$ cat src/rtl/mul_flag_unit.sv
// mul_flag_unit: iterative shift-add multiply(-accumulate) producing the low result plus N/Z flags,
// passing C/V through from start time, with a one-cycle DoneM pulse and BusyE stall while running.
module mul_flag_unit #(
    parameter int WIDTH = 32
) (
    input  logic             clk,
    input  logic             reset_n,
    input  logic             StartE,
    input  logic             FlushE,
    input  logic             AccE,
    input  logic             SetFlagsE,
    input  logic [WIDTH-1:0] SrcAE,
    input  logic [WIDTH-1:0] SrcBE,
    input  logic [WIDTH-1:0] AccSrcE,
    input  logic [3:0]       FlagsE,
    output logic             BusyE,
    output logic             DoneM,
    output logic [WIDTH-1:0] ResultM,
    output logic [3:0]       ALUFlagsM,
    output logic [1:0]       FlagWriteM
);
    localparam int CW = (WIDTH > 1) ? $clog2(WIDTH) : 1;
    localparam logic [CW-1:0] LAST = CW'(WIDTH - 1);

    typedef enum logic [1:0] {IDLE, RUN, DONE} state_t;

    state_t           r_state, w_next;
    logic [WIDTH-1:0] r_mcand, r_mplier, r_acc, r_result;
    logic [CW-1:0]    r_cnt;
    logic             r_sflag;
    logic [1:0]       r_cv;
    logic [3:0]       r_flags;
    logic             w_accept, w_last, w_unused;
    logic [WIDTH-1:0] w_sum;

    assign w_unused = ^FlagsE[3:2];
    assign w_accept = (r_state != RUN) && StartE && !FlushE;
    assign w_last   = (r_state == RUN) && (r_cnt == LAST);
    assign w_sum    = r_acc + (r_mplier[0] ? r_mcand : '0);

    always_comb begin
        w_next = r_state;
        if (FlushE)
            w_next = IDLE;
        else if (w_accept)
            w_next = RUN;
        else if (r_state == RUN)
            w_next = w_last ? DONE : RUN;
        else
            w_next = IDLE;
    end

    always_ff @(posedge clk) begin
        if (!reset_n) begin
            r_state  <= IDLE;
            r_mcand  <= '0;
            r_mplier <= '0;
            r_acc    <= '0;
            r_cnt    <= '0;
            r_sflag  <= 1'b0;
            r_cv     <= '0;
            r_result <= '0;
            r_flags  <= '0;
        end else begin
            r_state <= w_next;
            if (w_accept) begin
                r_mcand  <= SrcAE;
                r_mplier <= SrcBE;
                r_acc    <= AccE ? AccSrcE : '0;
                r_cnt    <= '0;
                r_sflag  <= SetFlagsE;
                r_cv     <= FlagsE[1:0];
            end else if (r_state == RUN) begin
                r_acc    <= w_sum;
                r_mcand  <= r_mcand << 1;
                r_mplier <= r_mplier >> 1;
                r_cnt    <= r_cnt + CW'(1);
                // Result is latched on the final iteration so it holds after DONE; an abort leaves the old one.
                if (w_last && !FlushE) begin
                    r_result <= w_sum;
                    r_flags  <= {w_sum[WIDTH-1], w_sum == '0, r_cv};
                end
            end
        end
    end

    assign BusyE      = (r_state == RUN);
    assign DoneM      = (r_state == DONE);
    assign ResultM    = r_result;
    assign ALUFlagsM  = r_flags;
    assign FlagWriteM = {DoneM && r_sflag, 1'b0};
endmodule

$ cat config.mk
export PLATFORM = sky130hd
export DESIGN_NAME = mul_flag_unit
export DESIGN_NICKNAME = d
export VERILOG_FILES = /design/src/rtl/mul_flag_unit.sv
export SDC_FILE = /design/constraint.sdc
export NUM_CORES = 1
export LEC_CHECK = 0
export ABC_AREA = 1
export BUFFER_PORTS_ARGS = -buffer_cell sky130_fd_sc_hd__buf_2
export CAP_MARGIN = 20
export CORE_ASPECT_RATIO = 1.1
export CORE_MARGIN = 1
export CORE_UTILIZATION = 40
export DETAILED_ROUTE_END_ITERATION = 6
export SLEW_MARGIN = 20
export SYNTH_ARGS = -nofsm -noshare
export SYNTH_HDL_FRONTEND = slang
export SYNTH_SLANG_ARGS = --single-unit
$ cat constraint.sdc
create_clock -name clk -period 2.8 [get_ports clk]
set_clock_uncertainty 0.1 [all_clocks]
set_input_delay 0.42 -clock clk [delete_from_list [all_inputs] [get_ports clk]]
set_output_delay 0.42 -clock clk [all_outputs]
set_load 0.03 [all_outputs]
==> impl_metrics.json <==
{
  "synth_common_cells": "488 x nand2_1, 322 x inv_1, 141 x dfxtp_1, 109 x nor2_1, 61 x o21ai_0",
  "cts_tree": "yes",
  "netSwitchingPower_mw": 1.52,
  "end_kind": "register",
  "die_area_mm2": 0.0227,
  "worst_slew_pin_slew_ns": 0.730,
  "combPwrFrac_pct": 13.9,
  "ys_seq_area_share_pct": 31.9,
  "power.share.sequential_pct": 42.6,
  "grt_max_degree": 55,
  "row_count": 56,
  "synth.top_cells.by_area": "dfxtp_1 32%, nand2_1 21%, inv_1 14%",
  "p_leak_nw": 6.15,
  "ys_ff_latch": 141,
  "grt_pass1_vias": 8348,
  "hold_path.startpoint": "FlagsE[0]",
  "p_sw_share_pct": 30.1,
  "min_to": "r_cv[0]$_SDFFE_PN0P_",
  "finalHoldViolations": 0,
  "die-height_um": 158,
  "power.total_mw": 5.04,
  "place_area_mm2": 0.00995,
  "grt_pass1_wl_um": 42300,
  "cts_buffer_depth": 2,
  "cts_buffers": 17,
  "synth_edf_count": 0,
  "overflow": 0,
  "power_density_mw_per_mm2": 468,
  "cts_hold_buffers": 0,
  "drv_cap": 0,
  "yosys_warnings": 0,
  "critical_path_required_ns": 3.07,
  "regToRegStartpoint": "r_mplier[0]$_SDFFE_PN0P_",
  "fin_crit_ns": 2.73,
  "synth_area_leader_cell": "dfxtp_1",
  "maxSlewHeadroom_pct": 51.3,
  "drc": 0,
  "setup_viol_count_final": 0,
  "nNetsFinal": 1726,
  "outcome": "finished clean",
  "holdPathStages": 3,
  "synth_most_common_cell": "nand2_1",
  "core_mm2": 0.0215,
  "syn_inst": 1450,
  "fin_area_mm2": 0.0108,
  "synth_cell_types": 38,
  "worst-r2r-cell-count": 18,
  "clk_latency_ns": 0.43,
  "worstPathMaxFanout": 13,
  "root_buffer": "clkbuf_16",
  "io_pins": 146,
  "syn_area_per_cell_um2": 6.10,
  "critPathLaunchType": "register",
  "drt_iter0_markers": 552,
  "hp-class": "input port to register",
  "rsz0062_at_grt": "true",
  "worstSetupPathType": "register to register",
  "fin_crit_sh_pct": 97.5,
  "clk_pin_slew_ns": 0.07,
  "start_util_pct": 41.1,
  "vias": 9105,
  "async_flop_share_pct": 0,
  "ys.flop_type": "dfxtp_1",
  "reg2reg_slack_ns": 0.07,
  "drtAntennaViolNets": 0,
  "r2r_end": "ALUFlagsM[2]$_SDFFE_PN0P_",
  "firstDrtPassIters": 7,
  "pwr-share-clk_pct": 43.5,
  "area_growth_pct": 21.7,
  "ir_worst_vdd_mv": 0.403,
  "syn_nets": 1590,
  "p_int_mw": 3.53,
  "routed_wl_um": 27100,
  "antenna_found_initial": 4,
  "hpwl_um": 20400,
  "slew_violations": 0,
  "syn_area_mm2": 0.00885,
  "max_clock_freq_mhz": 366,
  "avgViaCountPerCell": 4.82,
  "cts_sinks": 141,
  "worstPathArrival_ns": 3.00,
  "portBuffers": 142,
  "synth_top_area_share_pct": 31.9,
  "grtUsageTotal_pct": 24.1,
  "drt-wirelength-per-cell_um": 14.3,
  "drive_above_1_share_pct": 16.8,
  "die_w_um": 144,
  "place.gp.congestion": 0.946,
  "h-tree-depth": 4
}
-- state kept, by name (all words and copies together), names as in the netlist --
name	flops
r_mcand	32
r_sflag	1
ALUFlagsM	3
ResultM	32
r_cnt	5
r_state	2
r_acc	32
r_mplier	32
r_cv	2
-- through the flow --
step | instances | util [%] | worst slack, ns | hold WS, ns | setup TNS (ns)
after global routing | 1889 | 50.1 | -0.0888 | 0.136 | -0.0888
after floorplan | 1450 | - | 0.259 | 0.340 | 0
after detailed placement | 1854 | 46.3 | -0.0621 | 0.358 | -0.726
final | 1890 | 50.1 | 0.0687 | 0.139 | 0
after global placement | 1854 | 46.3 | 0.000540 | 0.350 | 0
after CTS | 1888 | 49.0 | 0.0446 | 0.134 | 0
-- worst max path at each step --
stage	startpoint	end	slack, ns	cells after the start
floorplan	r_mplier[0]$_SDFFE_PN0P_	ALUFlagsM[2]$_SDFFE_PN0P_	0.26	19
detailed placement	r_cnt[0]$_SDFFE_PP0P_	ResultM[25]$_SDFFE_PN0P_	-0.06	10
global route	r_mplier[0]$_SDFFE_PN0P_	ALUFlagsM[2]$_SDFFE_PN0P_	-0.09	15
CTS	r_mplier[0]$_SDFFE_PN0P_	ALUFlagsM[2]$_SDFFE_PN0P_	0.04	17
global placement	r_cnt[0]$_SDFFE_PP0P_	ResultM[19]$_SDFFE_PN0P_	0.0005	10
finish	r_mplier[0]$_SDFFE_PN0P_	ALUFlagsM[2]$_SDFFE_PN0P_	0.07	18
-- cell families after synthesis --
group | Yosys count | synth area share [%]
xor gates and xnor gates | 5 | 0.495
adders and majority gates | 34 | 4.89
buffers and inverters | 387 | 16.8
DFF | 141 | 31.9
and+or+nand+nor | 681 | 30.9
AOI/OAI and AO/OA | 201 | 15.0
other | 1 | 0.0424
-- cells in the final DEF, fill, tap and decap left out, types with 3 or more instances in the layout --
master / synthesis / routed
nand2_1: 488 / 480
inv_1: 322 / 321
buf_2: 16 / 141
dfxtp_1: 141 / 140
nor2_1: 109 / 96
o21ai_0: 61 / 60
nand3_1: 47 / 42
o221ai_1: 39 / 39
a21oi_1: 39 / 34
buf_4: 3 / 32
o211ai_1: 28 / 28
ha_1: 33 / 24
clkbuf_16: 0 / 18
o2111ai_1: 16 / 16
a22oi_1: 13 / 13
nor2_2: 2 / 13
nand2_2: 3 / 11
nand4_1: 11 / 11
nand3_2: 2 / 7
inv_6: 0 / 7
nand3b_1: 6 / 6
ha_4: 0 / 6
nor3_1: 6 / 5
a21oi_2: 0 / 5
clkinvlp_4: 0 / 4
ha_2: 0 / 3
buf_12: 0 / 3
-- power groups by stage --
| stage | registers (mW) | clock network, mW | logic [mW] |
|---|---|---|---|
| after detailed placement | 2.19 | 0 | 0.676 |
| final | 2.15 | 2.19 | 0.702 |
| after global placement | 2.19 | 0 | 0.671 |
| after CTS | 2.14 | 2.23 | 0.681 |
| after floorplan | 2.17 | 0 | 0.439 |
| after global routing | 2.16 | 2.32 | 0.793 |
-- repair_timing --
action,CTS,global route
resized for setup,2,55
pin swaps,0,2
setup buffers,2,0
cloned,0,1
endpoints found under the setup margin,14,21
-- worst max-delay path, cell delays in order (launching register included) --
cell and delay, ns:
dfxtp_4 0.38, clkbuf_16 0.18, nand2_1 0.11, inv_1 0.08, ha_4 0.29, nand2_1 0.08
inv_1 0.08, nand2_1 0.11, nor3_2 0.26, nand2_1 0.11, nand2_1 0.11, nand2_1 0.07
nand2_2 0.08, nand2_1 0.07, nor2_2 0.12, nand3_2 0.12, nor2_2 0.12, nand3_1 0.07
a21oi_1 0.12
-- area by class of cell --
cell class	count	area, um^2
Antenna cell	1	2.50
Clock buffer	17	425
Clock inverter	15	125
Fill cell	2300	10700
Inverter	326	1230
Multi-Input combinational cell	922	4760
Sequential cell	141	2830
Tap cell	290	363
Timing Repair Buffer	178	1040
-- metal layers --
layer	track usage, %	wire [um]	vias to the layer above
li1	-	-	4771
met1	31.2	12600	4126
met2	40.8	12900	171
met3	4.84	1170	31
met4	6.08	456	6
met5	0	37	-
Power figures use the tool's default switching activity.
